[src/rtl/snake_pkg.sv]
// Shared types and constants for the snake game blocks.
// Heading encoding is chosen so a reversal only flips bit 0.
package snake_pkg;

  typedef enum logic [1:0] {
    DIR_RIGHT = 2'b00,
    DIR_LEFT  = 2'b01,
    DIR_DOWN  = 2'b10,
    DIR_UP    = 2'b11
  } dir_t;

  localparam int GRID_W = 16;
  localparam int GRID_H = 12;

  function automatic dir_t opposite(input dir_t d);
    return dir_t'({d[1], ~d[0]});
  endfunction

endpackage

[src/rtl/pb_edge.sv]
// Two-flop synchronizer followed by a registered rising-edge detector.
// A held button yields a single one-cycle press pulse.
module pb_edge (
  input  logic clk,
  input  logic nrst,
  input  logic pb,
  output logic press
);

  logic s1;
  logic s2;
  logic s3;

  always_ff @(posedge clk or negedge nrst) begin
    if (!nrst) begin
      s1    <= 1'b0;
      s2    <= 1'b0;
      s3    <= 1'b0;
      press <= 1'b0;
    end else begin
      s1    <= pb;
      s2    <= s1;
      s3    <= s2;
      press <= s2 & ~s3;
    end
  end

endmodule

[src/rtl/snake_dir_ctrl.sv]
// Converts direction/speed buttons into a committed heading and a step strobe
// paced by the LCD frame strobe; accepted turns wait in a 2-entry queue.
module snake_dir_ctrl
  import snake_pkg::*;
#(
  parameter int unsigned SLOW_FRAMES = 8,
  parameter int unsigned FAST_FRAMES = 4
) (
  input  logic       clk,
  input  logic       nrst,
  input  logic [3:0] direction_pb,
  input  logic       pb_mode,
  input  logic       sync,
  input  logic       halt,
  output logic [1:0] dir,
  output logic       move,
  output logic       fast
);

  localparam logic [7:0] SLOW_P = SLOW_FRAMES[7:0];
  localparam logic [7:0] FAST_P = FAST_FRAMES[7:0];

  logic [3:0] dir_press;
  logic       mode_press;

  for (genvar i = 0; i < 4; i++) begin : g_dir_pb
    pb_edge u_edge (.clk(clk), .nrst(nrst), .pb(direction_pb[i]), .press(dir_press[i]));
  end

  pb_edge u_mode_edge (.clk(clk), .nrst(nrst), .pb(pb_mode), .press(mode_press));

  dir_t       dir_q;
  dir_t       q0;
  dir_t       q1;
  logic [1:0] count;
  logic [7:0] frame_cnt;
  logic       move_q;
  logic       fast_q;

  dir_t       req;
  logic       req_valid;
  dir_t       tail;
  logic [7:0] last;
  logic       step;
  logic       pop;
  logic       accept;

  // Tail is the newest queued heading, so a pop in the same cycle never alters the filter.
  always_comb begin
    req = DIR_RIGHT;
    if (dir_press[3])      req = DIR_UP;
    else if (dir_press[2]) req = DIR_DOWN;
    else if (dir_press[1]) req = DIR_LEFT;
    req_valid = |dir_press;

    if (count == 2'd2)      tail = q1;
    else if (count == 2'd1) tail = q0;
    else                    tail = dir_q;

    last   = (fast_q ? FAST_P : SLOW_P) - 8'd1;
    step   = sync & ~halt & ~mode_press & (frame_cnt == last);
    pop    = step & (count != 2'd0);
    accept = req_valid & ~halt & (req != tail) & (req != opposite(tail))
           & ((count != 2'd2) | pop);
  end

  always_ff @(posedge clk or negedge nrst) begin
    if (!nrst) begin
      q0    <= DIR_RIGHT;
      q1    <= DIR_RIGHT;
      count <= 2'd0;
    end else if (halt) begin
      count <= 2'd0;
    end else begin
      case ({pop, accept})
        2'b11: begin
          if (count == 2'd2) begin
            q0 <= q1;
            q1 <= req;
          end else begin
            q0 <= req;
          end
        end
        2'b10: begin
          q0    <= q1;
          count <= count - 2'd1;
        end
        2'b01: begin
          if (count == 2'd0) q0 <= req;
          else               q1 <= req;
          count <= count + 2'd1;
        end
        default: ;
      endcase
    end
  end

  // A speed toggle beats a completing frame, so no step fires in that cycle.
  always_ff @(posedge clk or negedge nrst) begin
    if (!nrst) begin
      dir_q     <= DIR_RIGHT;
      move_q    <= 1'b0;
      fast_q    <= 1'b0;
      frame_cnt <= 8'd0;
    end else begin
      move_q <= step;
      if (pop) dir_q <= q0;
      if (!halt && mode_press) fast_q <= ~fast_q;
      if (halt || mode_press)
        frame_cnt <= 8'd0;
      else if (sync)
        frame_cnt <= (frame_cnt == last) ? 8'd0 : frame_cnt + 8'd1;
    end
  end

  assign dir  = dir_q;
  assign move = move_q;
  assign fast = fast_q;

endmodule

[config.mk]
export PLATFORM = sky130hd
export DESIGN_NAME = snake_dir_ctrl
export DESIGN_NICKNAME = d
export VERILOG_FILES = /design/src/rtl/snake_pkg.sv /design/src/rtl/pb_edge.sv /design/src/rtl/snake_dir_ctrl.sv
export SDC_FILE = /design/constraint.sdc
export NUM_CORES = 1
export LEC_CHECK = 0
export ABC_AREA = 1
export BUFFER_PORTS_ARGS = -buffer_cell sky130_fd_sc_hd__buf_2
export CAP_MARGIN = 20
export CORE_MARGIN = 2
export CORE_UTILIZATION = 49
export DETAILED_ROUTE_END_ITERATION = 10
export GPL_TIMING_DRIVEN = 1
export PLACE_DENSITY = 0.78
export SYNTH_ARGS = -nofsm -noshare
export SYNTH_HDL_FRONTEND = slang
export SYNTH_HIERARCHICAL = 1
export SYNTH_SLANG_ARGS = --single-unit
export TNS_END_PERCENT = 30
[constraint.sdc]
create_clock -name clk -period 2.42 [get_ports clk]
set_input_delay 0.484 -clock clk [delete_from_list [all_inputs] [get_ports clk]]
set_output_delay 0.484 -clock clk [all_outputs]
set_load 0.01 [all_outputs]
* Yosys cells after proc, flatten, opt, wreduce, memory -nomap -nowiden
Index checks and enable logic that the tools add are counted.
Storage, ports and cells: flip-flop bits (word level) 38, latch bits 0, memory bits (writable) 0, ROM bits 0, input bits 9, logic and storage cells 95, memories 0
Operators by class: $add $sub $neg 4, multiply operators 0, div/mod/pow operators 0, order comparisons 0, equal/unequal tests 12, shift operators 0, mux-type cells 17, bitwise gates (word level) 23, reductions and logical operators 12
Operator list (number):
- 8-bit 2-to-1 mux | 3
- 2-bit 2-to-1 mux | 9
- 1-bit bitwise AND | 13
- 1-bit NOT | 9
- 8-bit by 1-bit adder with 8-bit output, second input constant | 1
- 8-bit == test | 1
- 2-bit != test, second input constant | 4
- 2-bit case mux with 2 select lines | 2
- 2-bit == test, second input constant | 3
- 2-bit case mux with 3 select lines | 1
- 2-bit nonzero test | 3
- 3-bit nonzero test | 2
- 4-bit by 1-bit subtractor with 5-bit output, second input constant | 1
- 2-bit by 1-bit == test with 1-bit output, second input constant | 2
- 4-bit 2-to-1 mux | 1
- 2-bit != test | 2
- 4-bit AND reduction | 1
- 4-bit OR reduction | 1
- 3-bit AND reduction | 1
- 2-bit by 1-bit adder with 2-bit output, second input constant | 1
- 2-bit zero test | 1
- 2-bit by 1-bit subtractor with 2-bit output, second input constant | 1
- 1-bit logical AND | 1
- 1-bit zero test | 1
- 3 further kinds | 3

* Logic depth before layout (Yosys ltp)
depth in word-level cells 10, depth in mapped cells 17

* Hierarchy
Netlist, hierarchy kept.
By module, submodules not included:
- snake_dir_ctrl | times used 1, cells each 147, area each 1153.6 um^2, sequential area each 450.4 um^2
- pb_edge | times used 5, cells each 6, area each 110.1 um^2, sequential area each 100.1 um^2

* Least setup slack after synthesis
No wires, ideal clock.
kind reg-to-reg, start register count[0], end register q1[0], data arrival time 1.915 ns, path slack 0.373 ns, stages on the path, launching flop included 14, period minus slack after synthesis 2.047 ns, cells stage by stage dfrtp_1 inv_1 ha_1 inv_1 nand3_1 a21oi_1 nor2_2 nand2_4 inv_1 ha_1 a22oi_1 o211ai_1 nor2_1 a21oi_1
On the way: cells in the longest elaborated chain, start to end 10, elaborated cells between the ends (all ways) 22, classes of those cells eq/ne (9); mux (3); bitwise (6); reduce/logical (4)
RTL lines:
- start, declared | RTL line snake_dir_ctrl.sv:35 | logic [1:0] count;
- start signal, assigned | RTL line snake_dir_ctrl.sv:86 | count <= count - 2'd1;
- start signal, assigned | RTL line snake_dir_ctrl.sv:91 | count <= count + 2'd1;
- 2-bit by 1-bit == test with 1-bit output | RTL line snake_dir_ctrl.sv:57 | else if (count == 2'd1) tail = q0;
- 2-bit 2-to-1 mux | RTL line snake_dir_ctrl.sv:57
- 2-bit 2-to-1 mux | RTL line snake_dir_ctrl.sv:56 | if (count == 2'd2) tail = q1;
- 2-bit != test or 1-bit NOT (tied branches) | RTL line snake_dir_ctrl.sv:63, snake_pkg.sv:16
- 1-bit bitwise AND or 2-bit != test (tied branches) | RTL line snake_dir_ctrl.sv:63 | accept = req_valid & ~halt & (req != tail) & (req != opposite(tail))
- 1-bit bitwise AND | RTL line snake_dir_ctrl.sv:63
- 1-bit bitwise AND | RTL line snake_dir_ctrl.sv:64 | & ((count != 2'd2) | pop);
- 2-bit by 1-bit == test with 1-bit output or 2-bit == test (tied branches) | RTL line snake_dir_ctrl.sv:75 | case ({pop, accept})
- 2-bit != test (no source line) or 2-bit nonzero test (tied branches)
- 4-bit AND reduction (no source line)
- end signal, assigned | RTL line snake_dir_ctrl.sv:79 | q1 <= req;
- end signal, assigned | RTL line snake_dir_ctrl.sv:90 | else q1 <= req;
- end, declared | RTL line snake_dir_ctrl.sv:34 | dir_t q1;
Parallel ways exist; a longest one is shown, timed or not. A chain may end at the register's enable or synchronous reset.

* Worst setup path after layout
start register count[0], end register q0[0]
On the way: cells in the longest elaborated chain, start to end 10, elaborated cells between the ends (all ways) 23, classes of those cells eq/ne (9); mux (4); bitwise (6); reduce/logical (4)
RTL lines:
- 2-bit by 1-bit == test with 1-bit output | RTL line snake_dir_ctrl.sv:57
- 2-bit 2-to-1 mux | RTL line snake_dir_ctrl.sv:57
- 2-bit 2-to-1 mux | RTL line snake_dir_ctrl.sv:56
- 2-bit != test or 1-bit NOT (tied branches) | RTL line snake_dir_ctrl.sv:63, snake_pkg.sv:16
- 1-bit bitwise AND or 2-bit != test (tied branches) | RTL line snake_dir_ctrl.sv:63
- 1-bit bitwise AND | RTL line snake_dir_ctrl.sv:63
- 1-bit bitwise AND | RTL line snake_dir_ctrl.sv:64
- 2-bit by 1-bit == test with 1-bit output or 2-bit == test (tied branches) | RTL line snake_dir_ctrl.sv:75
- 2-bit != test (no source line) or 3-bit nonzero test (tied branches)
- 3-bit AND reduction (no source line)
- end signal, assigned | RTL line snake_dir_ctrl.sv:78 | q0 <= q1;
- end signal, assigned | RTL line snake_dir_ctrl.sv:81 | q0 <= req;
- end signal, assigned | RTL line snake_dir_ctrl.sv:85 | q0 <= q1;
- end, declared | RTL line snake_dir_ctrl.sv:33 | dir_t q0;
Parallel ways exist; a longest one is shown, timed or not.

==> flow_summary.json <==
{
  "detail_route.wl_per_cell_um": 11.7,
  "postLayoutCoreUtil": 0.582,
  "final.period_utilization": 0.913,
  "gp_congestion": 0.793,
  "cp.arrival_ps": 2440,
  "ys.warnings.count": 6,
  "clock_sinks": 38,
  "ios": 13,
  "fillers": 300,
  "num_rows": 21,
  "grt-ovfl-total": 0,
  "synth_seq_cells": 38,
  "vias_per_cell": 4.84,
  "drive_above_1_share": 0.207,
  "cts_buffer_depth": 2,
  "grt_pass1_vias": 1159,
  "fin_skew_ps": 13.2,
  "clock.fmax_ghz": 0.452,
  "drt_pre_antenna_iters": 4,
  "peakVddDrop_v": 0.000464,
  "crit_required_ps": 2650,
  "cp-end-kind": "flip-flop",
  "die_area_mm2": 0.00397,
  "final_cell_mix": "dfrtp_1, nand2_1, inv_1",
  "power_density_mw_per_mm2": 802,
  "cts_tree": "built",
  "antenna_found_initial": 0,
  "nNetsFinal": 213,
  "tns_ps": 0,
  "dpl.hpwl_um": 2030,
  "cts_root_buf": "clkbuf_4",
  "wl_um": 2860,
  "ys_seq_area_frac": 0.558,
  "worstMarginPinSlew_ps": 797,
  "fin_hold_ws_ps": 219,
  "grt_pass1_wl_um": 5060,
  "status": "finished, final reports clean",
  "cts_max_level": 2,
  "post-route-min-period_ps": 2210,
  "start_util": 0.511,
  "core-area_mm2": 0.00334,
  "rsz0062_at_grt": "no",
  "numCtsBuffers": 5,
  "synth_area_per_cell_um2": 9.63,
  "cts_setup_buffers": 0,
  "synth.distinct_cells": 26,
  "drv_cap": 0,
  "start_kind": "flip-flop",
  "track_usage": 0.165,
  "via_count": 1181,
  "netlist_instances": 177,
  "synth_area_leaders": "dfrtp_1, nand2_1, inv_1, ha_1, nand3_1",
  "n_antenna_cell": 0,
  "worstSetupPathType": "reg2reg",
  "area.growth.synth_to_final_pct": 13.9,
  "clk_pin_slew_ps": 120,
  "final_antenna_net_count": 0,
  "final_common_cell": "dfrtp_1",
  "yosys.area.top_type_share": 0.558,
  "port_buffers": 12,
  "syn-num-nets": 193,
  "drc": 0,
  "netlist_area_mm2": 0.00170,
  "slew-limit-headroom": 0.469,
  "synth_area_leader_cell": "dfrtp_1",
  "die_w_um": 63.0,
  "drv_slew": 0,
  "min_path_type": "in2async",
  "die_h_um": 63.0,
  "setup_viol": 0,
  "grt_max_degree": 39,
  "finalHoldViolations": 0,
  "path_max_fanout": 5,
  "first_iter_violations": 41,
  "power.leakage_uw": 0.000938,
  "insertion_delay_ps": 340
}
-- critical path, stage by stage (launching register included) --
cell     delay (ps)
dfrtp_1         400
inv_1           110
ha_2            240
inv_1           100
nand3_1         110
a21oi_1          90
nor2_2          180
nand2_4          70
inv_1            70
ha_1            260
o21ai_0         240
inv_1            60
nand3_1          90
nand2_1          50
-- Yosys cell counts (all sizes together) --
cell type,count
a21oi,4
a22oi,2
a31oi,1
a32oi,1
clkinv,1
dfrtp,38
ha,7
inv,30
nand2,36
nand3,13
nand4,1
nor2,20
nor3,1
o211ai,3
o21a,1
o21ai,10
o22ai,4
xnor2,2
xor2,2
-- final cells by class --
| cell class | count | area [µm²] | share of cell area |
|---|---|---|---|
| tap | 46 | 57.6 | 0.0297 |
| clock inverter | 3 | 68.8 | 0.0355 |
| clock buffer | 5 | 37.5 | 0.0193 |
| inverter | 31 | 116 | 0.0600 |
| multi-input combinational | 108 | 642 | 0.331 |
| timing repair buffer | 13 | 67.6 | 0.0348 |
| sequential | 38 | 951 | 0.490 |
-- routing by layer --
| metal | routed length, µm | GRT usage | vias up |
|---|---|---|---|
| li1 | - | - | 599 |
| met1 | 1360 | 0.202 | 559 |
| met2 | 1380 | 0.275 | 19 |
| met3 | 89 | 0.0396 | 4 |
| met4 | 32 | 0.0750 | 0 |
| met5 | 0 | 0 | - |
-- stage by stage --
stage                     total power [µW]  area (µm²)  cells  worst slack [ps]
after detailed placement              1040        1830    236               170
after global placement                1020        1830    236               275
after global routing                  1640        1940    244              54.9
after floorplan                        953        1700    177               373
final                                 1560        1940    244               210
after CTS                             1570        1940    244               116
-- state kept, by name (all words and copies together), names as in the netlist, 2 cells and up --
name	count
frame_cnt	8
count	2
q0	2
dir	2
g_dir_pb.u_edge/s2	4
g_dir_pb.u_edge/s3	4
q1	2
g_dir_pb.u_edge/s1	4
g_dir_pb.u_edge/press	4
-- where the power goes --
| part | switching [µW] | internal (µW) |
|---|---|---|
| Combinational | 169 | 105 |
| Sequential | 46.6 | 703 |
| Clock | 209 | 323 |
| Total | 425 | 1130 |
-- path summary, 6_finish.rpt --
check                      slack [ps]                     to  cells after the start             startpoint
hold / removal                    220           frame_cnt[5]                      1                   nrst
max in group asynchronous        1700                  q0[0]                      1                   nrst
setup reg to reg                  210                  q0[0]                     13               count[0]
hold reg to reg                   360  g_dir_pb[0].u_edge/s2                      0  g_dir_pb[0].u_edge/s1
min in group clk                  250  g_dir_pb[3].u_edge/s1                      1        direction_pb[3]
setup / recovery                  210                  q0[0]                     13               count[0]
-- kinds of logic (layout without fill, tap and decap cells) --
| group | after synthesis | after routing | synth area share |
|---|---|---|---|
| XOR/XNOR | 4 | 4 | 0.0206 |
| AO/OA/AOI/OAI | 26 | 26 | 0.0910 |
| AND/OR/NAND/NOR | 71 | 71 | 0.211 |
| adder cells (fa/ha/maj) | 7 | 7 | 0.0514 |
| buffers and inverters | 31 | 52 | 0.0683 |
| flip-flops | 38 | 38 | 0.558 |
-- repair_timing --
item                                   CTS  global route
resized for setup                        0             2
hold buffers                             0             0
setup endpoints to repair                0             4
endpoints found under the hold margin    0             0
No activity file was read; power rests on OpenSTA's default activity.
